===== config.mk =====
export PLATFORM = sky130hd
export DESIGN_NAME = traffic_light_array
export DESIGN_NICKNAME = d
export VERILOG_FILES = /design/src/rtl/traffic_light_array.sv
export SDC_FILE = /design/constraint.sdc
export NUM_CORES = 1
export LEC_CHECK = 0
export BUFFER_PORTS_ARGS = -buffer_cell sky130_fd_sc_hd__clkbuf_2
export CAP_MARGIN = 20
export CORE_MARGIN = 3
export CORE_UTILIZATION = 45
export CTS_BUF_LIST = sky130_fd_sc_hd__clkbuf_8
export DETAILED_ROUTE_END_ITERATION = 16
export PLACE_DENSITY = 0.64
export SLEW_MARGIN = 20
export SYNTH_ARGS = -nofsm -noshare
export SYNTH_HDL_FRONTEND = slang
export SYNTH_SLANG_ARGS = --single-unit

===== constraint.sdc =====
create_clock -name clk -period 3.5 [get_ports clk]
set_clock_uncertainty 0.15 [all_clocks]
set_input_delay 0.7 -clock clk [delete_from_list [all_inputs] [get_ports clk]]
set_output_delay 0.7 -clock clk [all_outputs]
set_load 0.05 [all_outputs]

===== src/rtl/traffic_light_array.sv =====
// traffic_light_array: a bank of NUM_LIGHTS red/green sequencers driven by one
// global IDLE/RUN/PAUSE controller and a shared tick enable.
// Per-light red/green durations and start colours are written over a single
// config port while idle. Optional feature macro: TRAFFIC_YELLOW_EN (adds a
// yellow phase of max(YELLOW_T,1) ticks after every green phase).
module traffic_light_array #(
  parameter int NUM_LIGHTS = 4,
  parameter int SEL_W      = 2,
  parameter int TIME_W     = 5,
  parameter int DEFAULT_T  = 5,
  parameter int YELLOW_T   = 2
) (
  input  logic                         clk,
  input  logic                         arst_i,
  input  logic                         tick_i,
  input  logic                         start_i,
  input  logic                         pause_i,
  input  logic                         stop_i,
  input  logic                         cfg_we_i,
  input  logic [SEL_W-1:0]             cfg_sel_i,
  input  logic                         cfg_color_i,
  input  logic                         cfg_start_i,
  input  logic [TIME_W-1:0]            cfg_time_i,
  output logic                         cfg_err_o,
  output logic [1:0]                   state_o,
  output logic [2*NUM_LIGHTS-1:0]      color_o,
  output logic [TIME_W*NUM_LIGHTS-1:0] remain_o
);

  typedef enum logic [1:0] {
    ST_IDLE  = 2'b00,
    ST_RUN   = 2'b01,
    ST_PAUSE = 2'b10
  } state_e;

  localparam logic [1:0] C_RED = 2'b00;
  localparam logic [1:0] C_GRN = 2'b01;
`ifdef TRAFFIC_YELLOW_EN
  localparam logic [1:0] C_YEL = 2'b10;
  localparam logic [TIME_W-1:0] YEL_LOAD =
    (YELLOW_T < 1) ? TIME_W'(1) : TIME_W'(YELLOW_T);
`endif

  // Reject parameter sets the select port or channel count cannot support.
  if (NUM_LIGHTS < 1 || NUM_LIGHTS > 16 || (1 << SEL_W) < NUM_LIGHTS || YELLOW_T < 0)
  begin : g_param_check
    $error("traffic_light_array: invalid parameter combination");
  end

  state_e            state_q, state_d;
  logic              cfg_err_q, cfg_err_d;
  logic [TIME_W-1:0] red_t_q  [NUM_LIGHTS];
  logic [TIME_W-1:0] red_t_d  [NUM_LIGHTS];
  logic [TIME_W-1:0] grn_t_q  [NUM_LIGHTS];
  logic [TIME_W-1:0] grn_t_d  [NUM_LIGHTS];
  logic              start_q  [NUM_LIGHTS];
  logic              start_d  [NUM_LIGHTS];
  logic [1:0]        color_q  [NUM_LIGHTS];
  logic [1:0]        color_d  [NUM_LIGHTS];
  logic [TIME_W-1:0] remain_q [NUM_LIGHTS];
  logic [TIME_W-1:0] remain_d [NUM_LIGHTS];
  logic              wr_ok;
  logic              advance;

  // A zero duration behaves as one tick, so countdowns never show 0 once loaded.
  function automatic logic [TIME_W-1:0] eff_t(input logic [TIME_W-1:0] t);
    return (t == '0) ? TIME_W'(1) : t;
  endfunction

  // Global controller: stop beats start beats pause.
  always_comb begin
    state_d = state_q;
    if (stop_i) begin
      state_d = ST_IDLE;
    end else begin
      case (state_q)
        ST_IDLE:  if (start_i)            state_d = ST_RUN;
        ST_RUN:   if (pause_i)            state_d = ST_PAUSE;
        ST_PAUSE: if (start_i || pause_i) state_d = ST_RUN;
        default:                          state_d = ST_IDLE;
      endcase
    end
  end

  // Config write qualification and error pulse; ticks count only while staying in RUN.
  always_comb begin
    wr_ok     = cfg_we_i && (state_q == ST_IDLE) && (int'(cfg_sel_i) < NUM_LIGHTS);
    cfg_err_d = cfg_we_i && !wr_ok;
    advance   = tick_i && (state_q == ST_RUN) && (state_d == ST_RUN);
  end

  // Per-light storage update and colour/countdown sequencing.
  // IDLE display and the IDLE->RUN load share one path: both show the start
  // colour and its (post-write) duration, so the load is just the last display.
  always_comb begin
    for (int unsigned i = 0; i < NUM_LIGHTS; i++) begin
      red_t_d[i]  = red_t_q[i];
      grn_t_d[i]  = grn_t_q[i];
      start_d[i]  = start_q[i];
      color_d[i]  = color_q[i];
      remain_d[i] = remain_q[i];

      if (wr_ok && (cfg_sel_i == SEL_W'(i))) begin
        if (cfg_color_i) grn_t_d[i] = cfg_time_i;
        else             red_t_d[i] = cfg_time_i;
        start_d[i] = cfg_start_i;
      end

      if (state_q == ST_IDLE || state_d == ST_IDLE) begin
        color_d[i]  = start_d[i] ? C_GRN : C_RED;
        remain_d[i] = eff_t(start_d[i] ? grn_t_d[i] : red_t_d[i]);
      end else if (advance) begin
        if (remain_q[i] > TIME_W'(1)) begin
          remain_d[i] = remain_q[i] - TIME_W'(1);
        end else begin
          case (color_q[i])
            C_RED: begin
              color_d[i]  = C_GRN;
              remain_d[i] = eff_t(grn_t_q[i]);
            end
`ifdef TRAFFIC_YELLOW_EN
            C_GRN: begin
              color_d[i]  = C_YEL;
              remain_d[i] = YEL_LOAD;
            end
`endif
            default: begin
              color_d[i]  = C_RED;
              remain_d[i] = eff_t(red_t_q[i]);
            end
          endcase
        end
      end
    end
  end

  // State and output registers, all cleared asynchronously.
  always_ff @(posedge clk or posedge arst_i) begin
    if (arst_i) begin
      state_q   <= ST_IDLE;
      cfg_err_q <= 1'b0;
      for (int unsigned i = 0; i < NUM_LIGHTS; i++) begin
        red_t_q[i]  <= TIME_W'(DEFAULT_T);
        grn_t_q[i]  <= TIME_W'(DEFAULT_T);
        start_q[i]  <= 1'b0;
        color_q[i]  <= C_RED;
        remain_q[i] <= '0;
      end
    end else begin
      state_q   <= state_d;
      cfg_err_q <= cfg_err_d;
      for (int unsigned i = 0; i < NUM_LIGHTS; i++) begin
        red_t_q[i]  <= red_t_d[i];
        grn_t_q[i]  <= grn_t_d[i];
        start_q[i]  <= start_d[i];
        color_q[i]  <= color_d[i];
        remain_q[i] <= remain_d[i];
      end
    end
  end

  // Flatten per-light registers onto the packed output buses.
  always_comb begin
    color_o  = '0;
    remain_o = '0;
    for (int unsigned i = 0; i < NUM_LIGHTS; i++) begin
      color_o[2*i +: 2]           = color_q[i];
      remain_o[TIME_W*i +: TIME_W] = remain_q[i];
    end
  end

  assign state_o   = state_q;
  assign cfg_err_o = cfg_err_q;

endmodule


==> metrics.md, run 1 <==
| Metric | Value |
|---|---|
| Status | `complete, no violations` |
| Fin Setup TNS | `0 ns` |
| Layout cells sized above 1 | `approximately a quarter` |
| Clock Root Buffer | `clkbuf_8` |
| Critical path's slowest cell | `dfrtp_1` |
| CTS clk-pin slew, worst paths | `0.09 ns` |
| Post-Syn Area | `approximately 0.0048 mm2` |
| Final setup violation count | `0` |
| CP endpoint kind | `flop` |
| Worst Tran Pin Value | `slightly below 0.9 ns` |
| Routed wire per std cell | `roughly 19 um` |
| Data required time of the worst path | `about 3.6 ns` |
| R2r endpoint | `remain_o[18]$_DFFE_PP0P_` |
| Reg-to-reg startpoint | `state_o[0]$_DFF_PP0_` |
| Yosys warns | `0` |
| Crit path time final | `about 2.6 ns` |
| Lkg Pwr | `2.222 nW` |
| Synth Instances | `between 500 and 600` |
| Post-synthesis register bit count | `71` |
| Vias | `around 4400` |
| Area delta synth->final | `11.23%` |
| Filler cells | `980` |
| Final Wtd Congestion | `between 0.8 and 0.9` |
| Stages on worst setup path | `6` |
| Vias in the first global route | `4132` |
| Largest net degree at the start of global routing | `38` |
| Antenna violations before repair | `0` |
| Cell Rows | `37` |
| Pre-CTS setup slack | `0.6887 ns` |
| Crit-path leading delay family | `simple AND/OR/NAND/NOR gates` |
| Max frequency | `0.3889 GHz` |
| Worst Setup Start Kind | `flop` |
| CTS tree | `done` |
| I/O pin count | `47` |
| CTS resizes | `0` |
| Non-Filler Instances | `between 700 and 800` |
| Hold_buf cts | `0` |
| Final Max Tran Viols | `0` |
| Pwr Total | `approximately 0.0038 W` |
| Crit path launch | `state_o[0]$_DFF_PP0_` |
| Normalized max-slew margin | `40.20%` |
| Met3 Wirelength | `slightly above 900 um` |
| Cell Pwr Density | `~720 mW/mm2` |
| I/O Buffers | `42` |
| Grt total ovfl | `0` |
| Die area | `between 0.01 and 0.015 mm2` |
| Met1 wire length | `between 6000 and 7000 um` |
| TritonCTS Buffers | `9` |
| Largest cells by area after synthesis | `dfrtp_1 29%, mux2_2 9.6%, dfstp_2 8.7%, nor2_1 4.7%, mux2i_1 3.5%` |
| Diode count | `0` |
| Post-Route WL | `between 10000 and 15000 um` |
| WP buf/inv | `0` |
| Worst Path Arrival | `around 2.6 ns` |
| Area share of the largest cell type after synthesis | `roughly 29%` |
| First-pass GRT wire length | `around 22000 um` |
| Hpwl dp | `around 9600 um` |
| Routed Antenna Nets | `0` |
| Final worst setup slack | `0.9285 ns` |
| Distinct cells, synth | `between 50 and 60` |
| Largest area contributor in the netlist | `dfrtp_1` |
| Reg2Reg Depth | `6` |
| Worst skew pair latency | `between 0.3 and 0.4 ns` |
| CORE AREA | `0.01037 mm2` |
| DRC Markers | `0` |
| CTS sink count | `71` |
| Register area share after synthesis | `around 37%` |
| Worst path cell trace | `and4bb_2, and2_1, nand2_1, mux2_2, mux2i_1, o221ai_1` |
| Die H | `109.5 um` |
| Setup crit end | `remain_o[18]$_DFFE_PP0P_` |
| Hold Path Class | `input pin to asynchronous set/reset pin` |
| CTS max path bufs | `2` |
| CP max stage delay | `approximately 0.49 ns` |
| Wire length on met2 | `roughly 6200 um` |
| R2R Setup Slk | `around 0.93 ns` |
| Synth Flop Type | `dfrtp_1` |
| Gr usage total | `between 20% and 30%` |
| Post-synthesis async set-or-reset flop share | `100.0%` |
| Tcrit/Tclk final | `roughly 73%` |
| Maximum vdd ir drop | `roughly 0.43 mV` |
| Setup bufs post-CTS | `0` |
| Post-Place Cells | `689` |
| Die Wd | `about 110 um` |
| Final hold vios | `0` |
| Max cap viols | `0` |
| Vias per cell | `between 6 and 7` |
| Initial Util | `between 40% and 50%` |
| Nets@finish | `588` |
| Top Layer Used | `met4` |
| RSZ-0062 raised after global routing | `false` |
| H-tree Lvls | `3` |
| Initial DRC count | `roughly 470` |
| CP Max Fanout | `12` |
| Syn avg cell area | `roughly 9.0 um2` |
| Post-synth EDFFs | `0` |
| Drt first pass iters | `5` |
| Worst setup path class | `flop to flop` |
==> cells in the mapped netlist (2+ instances only) <==
master,instances
nor2_1,60
dfrtp_1,55
mux2_2,41
nand2_1,41
o21ai_0,33
a21oi_1,29
clkbuf_1,24
a211oi_1,17
mux2i_1,17
dfstp_2,16
inv_1,16
nor3_1,15
nor2b_1,14
nand2b_1,12
o221ai_1,12
a221o_1,10
o211ai_1,10
ha_1,8
a221oi_1,6
o21a_1,6
o31ai_1,6
buf_4,5
o2111ai_1,5
o311ai_0,5
xnor2_1,5
xor2_1,5
a211o_1,4
and2_1,4
buf_1,4
nand4_1,4
a31oi_1,3
nor4_1,3
o221a_2,3
or2_2,3
a21o_1,2
a21oi_2,2
a222oi_1,2
a22oi_1,2
and3_1,2
buf_2,2
nand3_1,2
nand3b_1,2
o21ai_1,2
==> layer usage <==
layer	up-vias	track usage, %
li1	2038	-
met1	2149	34.05
met2	193	36.79
met3	29	3.641
met4	0	7.391
met5	-	0
==> how the worst min path moves through the flow <==
stage                                     start                     to  depth (start not counted)
after detailed placement  grn_t_q[16]$_DFF_PP0_  grn_t_q[16]$_DFF_PP0_                          2
after floorplan           grn_t_q[16]$_DFF_PP0_  grn_t_q[16]$_DFF_PP0_                          2
final                                    arst_i  red_t_q[16]$_DFF_PP0_                          2
after global placement    grn_t_q[16]$_DFF_PP0_  grn_t_q[16]$_DFF_PP0_                          2
after global routing                     arst_i  red_t_q[16]$_DFF_PP0_                          2
after CTS                                arst_i  red_t_q[16]$_DFF_PP0_                          2
==> area by class of cell <==
class | instances | area (um2) | area share, %
Timing Repair Buffer | 52 | 297.8 | 5.552
Tap cell | 136 | 170.2 | 3.172
Clock inverter | 4 | 51.30 | 0.9564
Inverter | 18 | 67.56 | 1.260
Multi-Input combinational cell | 412 | 2815 | 52.48
Clock buffer | 12 | 165.2 | 3.079
Sequential cell | 71 | 1797 | 33.50
==> cells in the final DEF (no fill, tap or decap), types with 8 or more instances in the layout <==
cell      instances
mux2_2           41
o211ai_1         10
inv_1            15
clkbuf_2         42
dfrtp_1          55
clkbuf_8         12
nor3_1           15
nor2b_1          14
a211oi_1         17
dfstp_2          16
a221o_1          10
nand2_1          41
o221ai_1         12
nand2b_1         12
a21oi_1          28
ha_1              8
o21ai_0          33
nor2_1           60
mux2i_1          17
buf_4             9
==> state kept, by name, summed over array words and instances (netlist names) <==
register   flops
start_q        4
cfg_err_o      1
color_o        4
red_t_q       20
grn_t_q       20
remain_o      20
state_o        2
==> stage by stage <==
step	instance area, um2	util [%]	hold WS [ns]
finish	5364	51.73	0.3159
global route	5364	51.73	0.3688
CTS	5364	51.73	0.3290
detailed placement	5147	49.64	0.3766
global placement	5147	49.64	0.3603
floorplan	4833	-	0.3274
==> kinds of logic after synthesis <==
family	Yosys count	share of synthesized area (%)
muxes	58	13.10
DFF	71	37.26
and+or+nand+nor	166	16.66
AOI/OAI and AO/OA	166	24.34
adders and majority gates	8	2.076
buffers and inverters	54	4.670
other	1	0.07777
xor gates and xnor gates	10	1.816
==> power by group <==
| group | switching (W) | total [W] | internal (W) |
|---|---|---|---|
| Sequential | 0.000378 | 0.00147 | 0.00109 |
| Clock | 0.000323 | 0.000712 | 0.000389 |
| Combinational | 0.00102 | 0.00166 | 0.000636 |
No activity file was read; power rests on OpenSTA's default activity.
==> run 2: changes to the inputs <==
==> constraint.sdc (replaced) <==
create_clock -name clk -period 2.43 [get_ports clk]
set_clock_uncertainty 0.15 [all_clocks]
set_input_delay 0.486 -clock clk [delete_from_list [all_inputs] [get_ports clk]]
set_output_delay 0.486 -clock clk [all_outputs]
set_load 0.05 [all_outputs]
==> metrics.md, run 2 (synthesis gave the netlist of run 1 again) <==
| Metric | Value |
|---|---|
| Worst Path Arrival | `roughly 2.4 ns` |
| Layout cells sized above 1 | `between 20% and 30%` |
| Met3 usage | `5.050%` |
| Worst skew pair latency | `approximately 0.35 ns` |
| First-pass GRT wire length | `roughly 23000 um` |
| CORE AREA | `slightly above 0.01 mm2` |
| Vias | `around 4500` |
| Critical path's slowest cell | `or4b_1` |
| Worst Setup Start Kind | `flop` |
| Max frequency | `around 0.44 GHz` |
| Routed Antenna Nets | `0` |
| CP Max Fanout | `9` |
| Cell Pwr Density | `slightly below 1000 mW/mm2` |
| Routed wire per std cell | `18.83 um` |
| CTS tree | `done` |
| Maximum vdd ir drop | `between 0.5 and 0.6 mV` |
| Die Wd | `between 100 and 150 um` |
| Pwr Total | `between 0.005 and 0.006 W` |
| I/O Buffers | `42` |
| CTS sink count | `71` |
| Gr usage total | `24.41%` |
| CTS max path bufs | `2` |
| WP buf/inv | `1` |
| Crit-path leading delay family | `simple AND/OR/NAND/NOR gates` |
| CTS clk-pin slew, worst paths | `around 0.080 ns` |
| Worst setup path class | `flop to flop` |
| Post-Place Cells | `721` |
| Die H | `~110 um` |
| Clock Root Buffer | `clkbuf_8` |
| Final hold vios | `0` |
| Status | `complete, no violations` |
| Final setup violation count | `0` |
| I/O pin count | `between 40 and 50` |
| Initial Util | `46.50%` |
| Post-Route WL | `between 10000 and 15000 um` |
| Worst Tran Pin Value | `between 0.7 and 0.8 ns` |
| Filler cells | `roughly 970` |
| Worst path cell trace | `nand2b_1, or4b_1, buf_4, nor4_1, o221ai_1` |
| Die area | `around 0.012 mm2` |
| TritonCTS Buffers | `9` |
| Lkg Pwr | `2.387 nW` |
| Grt total ovfl | `0` |
| CP endpoint kind | `flop` |
| Hold Path Class | `input pin to asynchronous set/reset pin` |
| Storage cell area | `0.001798 mm2` |
| RSZ-0062 raised after global routing | `false` |
| Met1 Use GR | `32.64%` |
| Hold_buf cts | `0` |
| GR Layer Usage met2 | `between 30 and 40%` |
| Stages on worst setup path | `5` |
| Area delta synth->final | `16.68%` |
| Reg2Reg Depth | `5` |
| Data required time of the worst path | `about 2.5 ns` |
| Diode count | `0` |
| Max cap viols | `0` |
| Initial DRC count | `around 440` |
| Vias in the first global route | `between 4000 and 5000` |
| Crit path time final | `roughly 2.3 ns` |
| Cell Rows | `37` |
| CP max stage delay | `0.62 ns` |
| Multi-input gate area | `0.002819 mm2` |
| Antenna violations before repair | `0` |
| Hpwl dp | `10110 um` |
| Nets@finish | `slightly above 600` |
| Largest net degree at the start of global routing | `between 70 and 80` |
| Commonest cells after routing, fill and taps aside | `59 x nor2_1, 54 x dfrtp_1, 42 x clkbuf_2` |
| Non-Filler Instances | `between 700 and 800` |
| Final Wtd Congestion | `0.9219` |
| Commonest non-fill, non-tap cell in the layout | `nor2_1` |
| Final Max Tran Viols | `0` |
| H-tree Lvls | `3` |
| Busiest grt layer | `met2` |
| Normalized max-slew margin | `51.41%` |
| DRC Markers | `0` |
| Vias per cell | `slightly above 6` |
| Tcrit/Tclk final | `between 90% and 100%` |
| Drt first pass iters | `5` |
run 2: path summary, 6_finish.rpt:
kind                                                 to             startpoint  slack [ns]
worst max-delay path            remain_o[3]$_DFFE_PP0P_   state_o[1]$_DFF_PP0_        0.14
worst min-delay path               state_o[0]$_DFF_PP0_                 arst_i        0.06
worst max register to register  remain_o[3]$_DFFE_PP0P_   state_o[1]$_DFF_PP0_        0.14
worst min register to register    grn_t_q[16]$_DFF_PP0_  grn_t_q[16]$_DFF_PP0_        0.39
max in group asynchronous          grn_t_q[7]$_DFF_PP1_                 arst_i        1.72
min in group clk                   state_o[0]$_DFF_PP0_                 stop_i        0.23
run 2: what timing repair did:
action	CTS	global route
setup buffers	0	2
setup endpoints to repair	0	2
resized for setup	0	1
run 2: area by class of cell:
type | instances | share of cell area [%]
Multi-Input combinational cell | 412 | 50.10
Sequential cell | 71 | 31.95
Timing Repair Buffer | 86 | 10.27
Tap cell | 136 | 3.024
Clock buffer | 10 | 2.446
Inverter | 18 | 1.268
Clock inverter | 6 | 0.9340
run 2: tightest hold or removal path, stage by stage:
cell and delay, ns:
clkbuf_2 0.10, clkinvlp_4 0.07, buf_12 0.31
run 2: layer usage:
| metal | part of all wire (%) | vias up |
|---|---|---|
| met5 | 0 | - |
| met4 | 2.9 | 0 |
| met3 | 6.0 | 34 |
| met2 | 47 | 165 |
| met1 | 44 | 2219 |
| li1 | - | 2123 |
run 2: metrics by stage:
step / setup TNS [ns] / utilization (%) / setup WS [ns] / area [um2] / hold WS (ns)
3_3_place_gp: 0 / 52.24 / 0.09665 / 5418 / 0.3649
3_5_place_dp: 0 / 52.24 / 0.01327 / 5418 / 0.3676
2_1_floorplan: -0.02219 / - / -0.02219 / 4838 / 0.3274
6_report: 0 / 54.26 / 0.1377 / 5627 / 0.06164
5_1_grt: 0 / 54.26 / 0.005973 / 5627 / 0.08569
4_1_cts: 0 / 54.08 / 0.02898 / 5608 / 0.07214
run 2: power breakdown:
part	internal, W	switching (W)	total [W]	leakage [nW]
logic	0.000975	0.00149	0.00246	1.44
clock network	0.000490	0.000447	0.000936	0.108
registers	0.00157	0.000541	0.00211	0.839
==> run 3: changes to the inputs <==
--- a/config.mk
+++ b/config.mk
@@ -11,8 +11,10 @@
 export CORE_UTILIZATION = 45
 export CTS_BUF_LIST = sky130_fd_sc_hd__clkbuf_8
 export DETAILED_ROUTE_END_ITERATION = 16
+export MAX_ROUTING_LAYER = met4
 export PLACE_DENSITY = 0.64
 export SLEW_MARGIN = 20
 export SYNTH_ARGS = -nofsm -noshare
 export SYNTH_HDL_FRONTEND = slang
 export SYNTH_SLANG_ARGS = --single-unit
+export TNS_END_PERCENT = 10
==> metrics.md, run 3 (synthesis gave the netlist of run 1 again) <==
| Metric | Value |
|---|---|
| Max cap viols | `0` |
| Clock Root Buffer | `clkbuf_8` |
| CTS clk-pin slew, worst paths | `approximately 0.080 ns` |
| CP endpoint kind | `flop` |
| H-tree Lvls | `3` |
| Nets@finish | `between 600 and 700` |
| Largest net degree at the start of global routing | `roughly 70` |
| Commonest cells after routing, fill and taps aside | `59 x nor2_1, 54 x dfrtp_1, 45 x buf_4` |
| TritonCTS Buffers | `9` |
| Internal | `0.002888 W` |
| Commonest non-fill, non-tap cell in the layout | `nor2_1` |
| Area delta synth->final | `15.80%` |
| Filler cells | `967` |
| Final Max Tran Viols | `0` |
| Cell Pwr Density | `around 960 mW/mm2` |
| Pre-CTS setup slack | `-0.004064 ns` |
| Final Hold Slack | `0.04992 ns` |
| Worst setup path class | `flop to flop` |
| Worst Setup Start Kind | `flop` |
| CTS max path bufs | `2` |
| RSZ-0062 raised after global routing | `false` |
| CORE AREA | `around 0.010 mm2` |
| Die area | `0.01199 mm2` |
| WP buf/inv | `1` |
| Final worst setup slack | `about 0.18 ns` |
| Crit path time final | `between 2 and 2.5 ns` |
| Final setup violation count | `0` |
| Setup bufs post-CTS | `0` |
| Crit-path leading delay family | `compound AO/OA/AOI/OAI gates` |
| Antenna violations before repair | `0` |
| CP Max Fanout | `8` |
| Stages on worst setup path | `7` |
| Finished Core Util | `a little over half` |
| Initial Util | `between 40% and 50%` |
| Non-Filler Instances | `between 700 and 800` |
| CP max stage delay | `around 0.45 ns` |
| Max frequency | `approximately 0.44 GHz` |
| Data required time of the worst path | `2.54 ns` |
| Vias | `approximately 4500` |
| Post-Route WL | `roughly 14000 um` |
| Hpwl dp | `10140 um` |
| Worst skew pair latency | `~0.36 ns` |
| Cell Rows | `37` |
| Vias per cell | `roughly 6.0` |
| I/O pin count | `between 40 and 50` |
| Normalized max-slew margin | `between 50% and 60%` |
| Grt total ovfl | `0` |
| Tcrit/Tclk final | `between 90% and 100%` |
| Die H | `around 110 um` |
| Initial DRC count | `~370` |
| Diode count | `0` |
| Layout cells sized above 1 | `between 20 and 30%` |
| Net Sw Power | `around 0.0025 W` |
| DRC Markers | `0` |
| Final hold vios | `0` |
| Drt first pass iters | `5` |
| CTS tree | `done` |
| CTS sink count | `about 70` |
| Vias in the first global route | `around 4300` |
| Routed Antenna Nets | `0` |
| Critical path's slowest cell | `dfrtp_2` |
| Routed wire per std cell | `about 19 um` |
| Worst Path Arrival | `roughly 2.4 ns` |
| Hold_buf cts | `0` |
| Sw frac | `between 40% and 50%` |
| Die Wd | `around 110 um` |
| Final Wtd Congestion | `around 0.9` |
| Gate power share | `roughly 46%` |
| CTS resizes | `0` |
| First-pass GRT wire length | `roughly 22000 um` |
| Gr usage total | `between 20% and 30%` |
| Worst Tran Pin Value | `around 0.73 ns` |
| Hold Path Class | `input pin to asynchronous set/reset pin` |
| I/O Buffers | `42` |
| Status | `complete, no violations` |
| Reg2Reg Depth | `7` |
| Maximum vdd ir drop | `0.5545 mV` |
| Worst path cell trace | `and4bb_2, and2_2, a21oi_2, inv_2, a221oi_1, a211oi_1, a221o_1` |
| Post-Place Cells | `between 700 and 800` |
| Lkg Pwr | `roughly 2.4 nW` |
| Sequential share of power | `between 30% and 40%` |
| Pwr Total | `0.005355 W` |
| Clock power share | `between 10% and 20%` |
==> run 3: changes by cell type in the layout (fill, tap and decap cells not counted), sizes merged <==
| cell | previous run | this run |
|---|---|---|
| buf | 44 | 46 |
| inv | 18 | 19 |
| clkinvlp | 1 | 2 |
| bufinv | 1 | 0 |
| clkbuf | 52 | 51 |
==> run 3: worst paths after layout <==
kind                                        from                  endpoint  slack (ns)
setup / recovery            state_o[0]$_DFF_PP0_  remain_o[16]$_DFFE_PP0P_        0.18
hold / removal                            arst_i  remain_o[16]$_DFFE_PP0P_        0.05
setup reg to reg            state_o[0]$_DFF_PP0_  remain_o[16]$_DFFE_PP0P_        0.18
hold reg to reg            grn_t_q[16]$_DFF_PP0_     grn_t_q[16]$_DFF_PP0_        0.40
max in group asynchronous                 arst_i      red_t_q[0]$_DFF_PP1_        1.73
min in group clk                        cfg_we_i       cfg_err_o$_DFF_PP0_        0.23
==> run 3: layout make-up <==
class | instances | area [um2] | area share (%)
inverters | 18 | 71.32 | 1.277
clock buffers | 9 | 123.9 | 2.218
well taps | 136 | 170.2 | 3.047
repair buffers | 88 | 568.0 | 10.17
flip-flops and latches | 71 | 1798 | 32.20
clock inverters | 7 | 33.78 | 0.6050
multi-input cells | 412 | 2819 | 50.48
==> run 3: layer usage <==
layer | track usage (%) | up-vias | wire length [um] | part of all wire [%]
met5 | - | - | 0 | 0
met4 | 8.281 | 0 | 331 | 2.4
met3 | 4.932 | 18 | 895 | 6.4
met1 | 32.90 | 2183 | 6254 | 45
li1 | - | 2116 | - | -
met2 | 38.23 | 160 | 6416 | 46
==> run 3: worst reg2reg max path, stage by stage (launching register included) <==
cell	delay (ns)
dfrtp_2	0.45
and4bb_2	0.32
and2_2	0.27
a21oi_2	0.22
inv_2	0.08
a221oi_1	0.32
a211oi_1	0.08
a221o_1	0.27
==> run 3: power groups by stage <==
stage	Clock [W]	Sequential (W)	Combinational (W)
after floorplan	0	0.00240	0.00147
after global placement	0	0.00211	0.00240
after detailed placement	0	0.00212	0.00243
after CTS	0.000827	0.00210	0.00244
after global routing	0.000875	0.00217	0.00268
final	0.000800	0.00212	0.00244
==> run 3: through the flow <==
| step | setup TNS [ns] | instance area [um2] |
|---|---|---|
| 6_report | 0 | 5584 |
| 5_1_grt | 0 | 5584 |
| 4_1_cts | 0 | 5580 |
| 3_5_place_dp | -0.004064 | 5423 |
| 3_3_place_gp | 0 | 5423 |
| 2_1_floorplan | -0.02219 | 4838 |
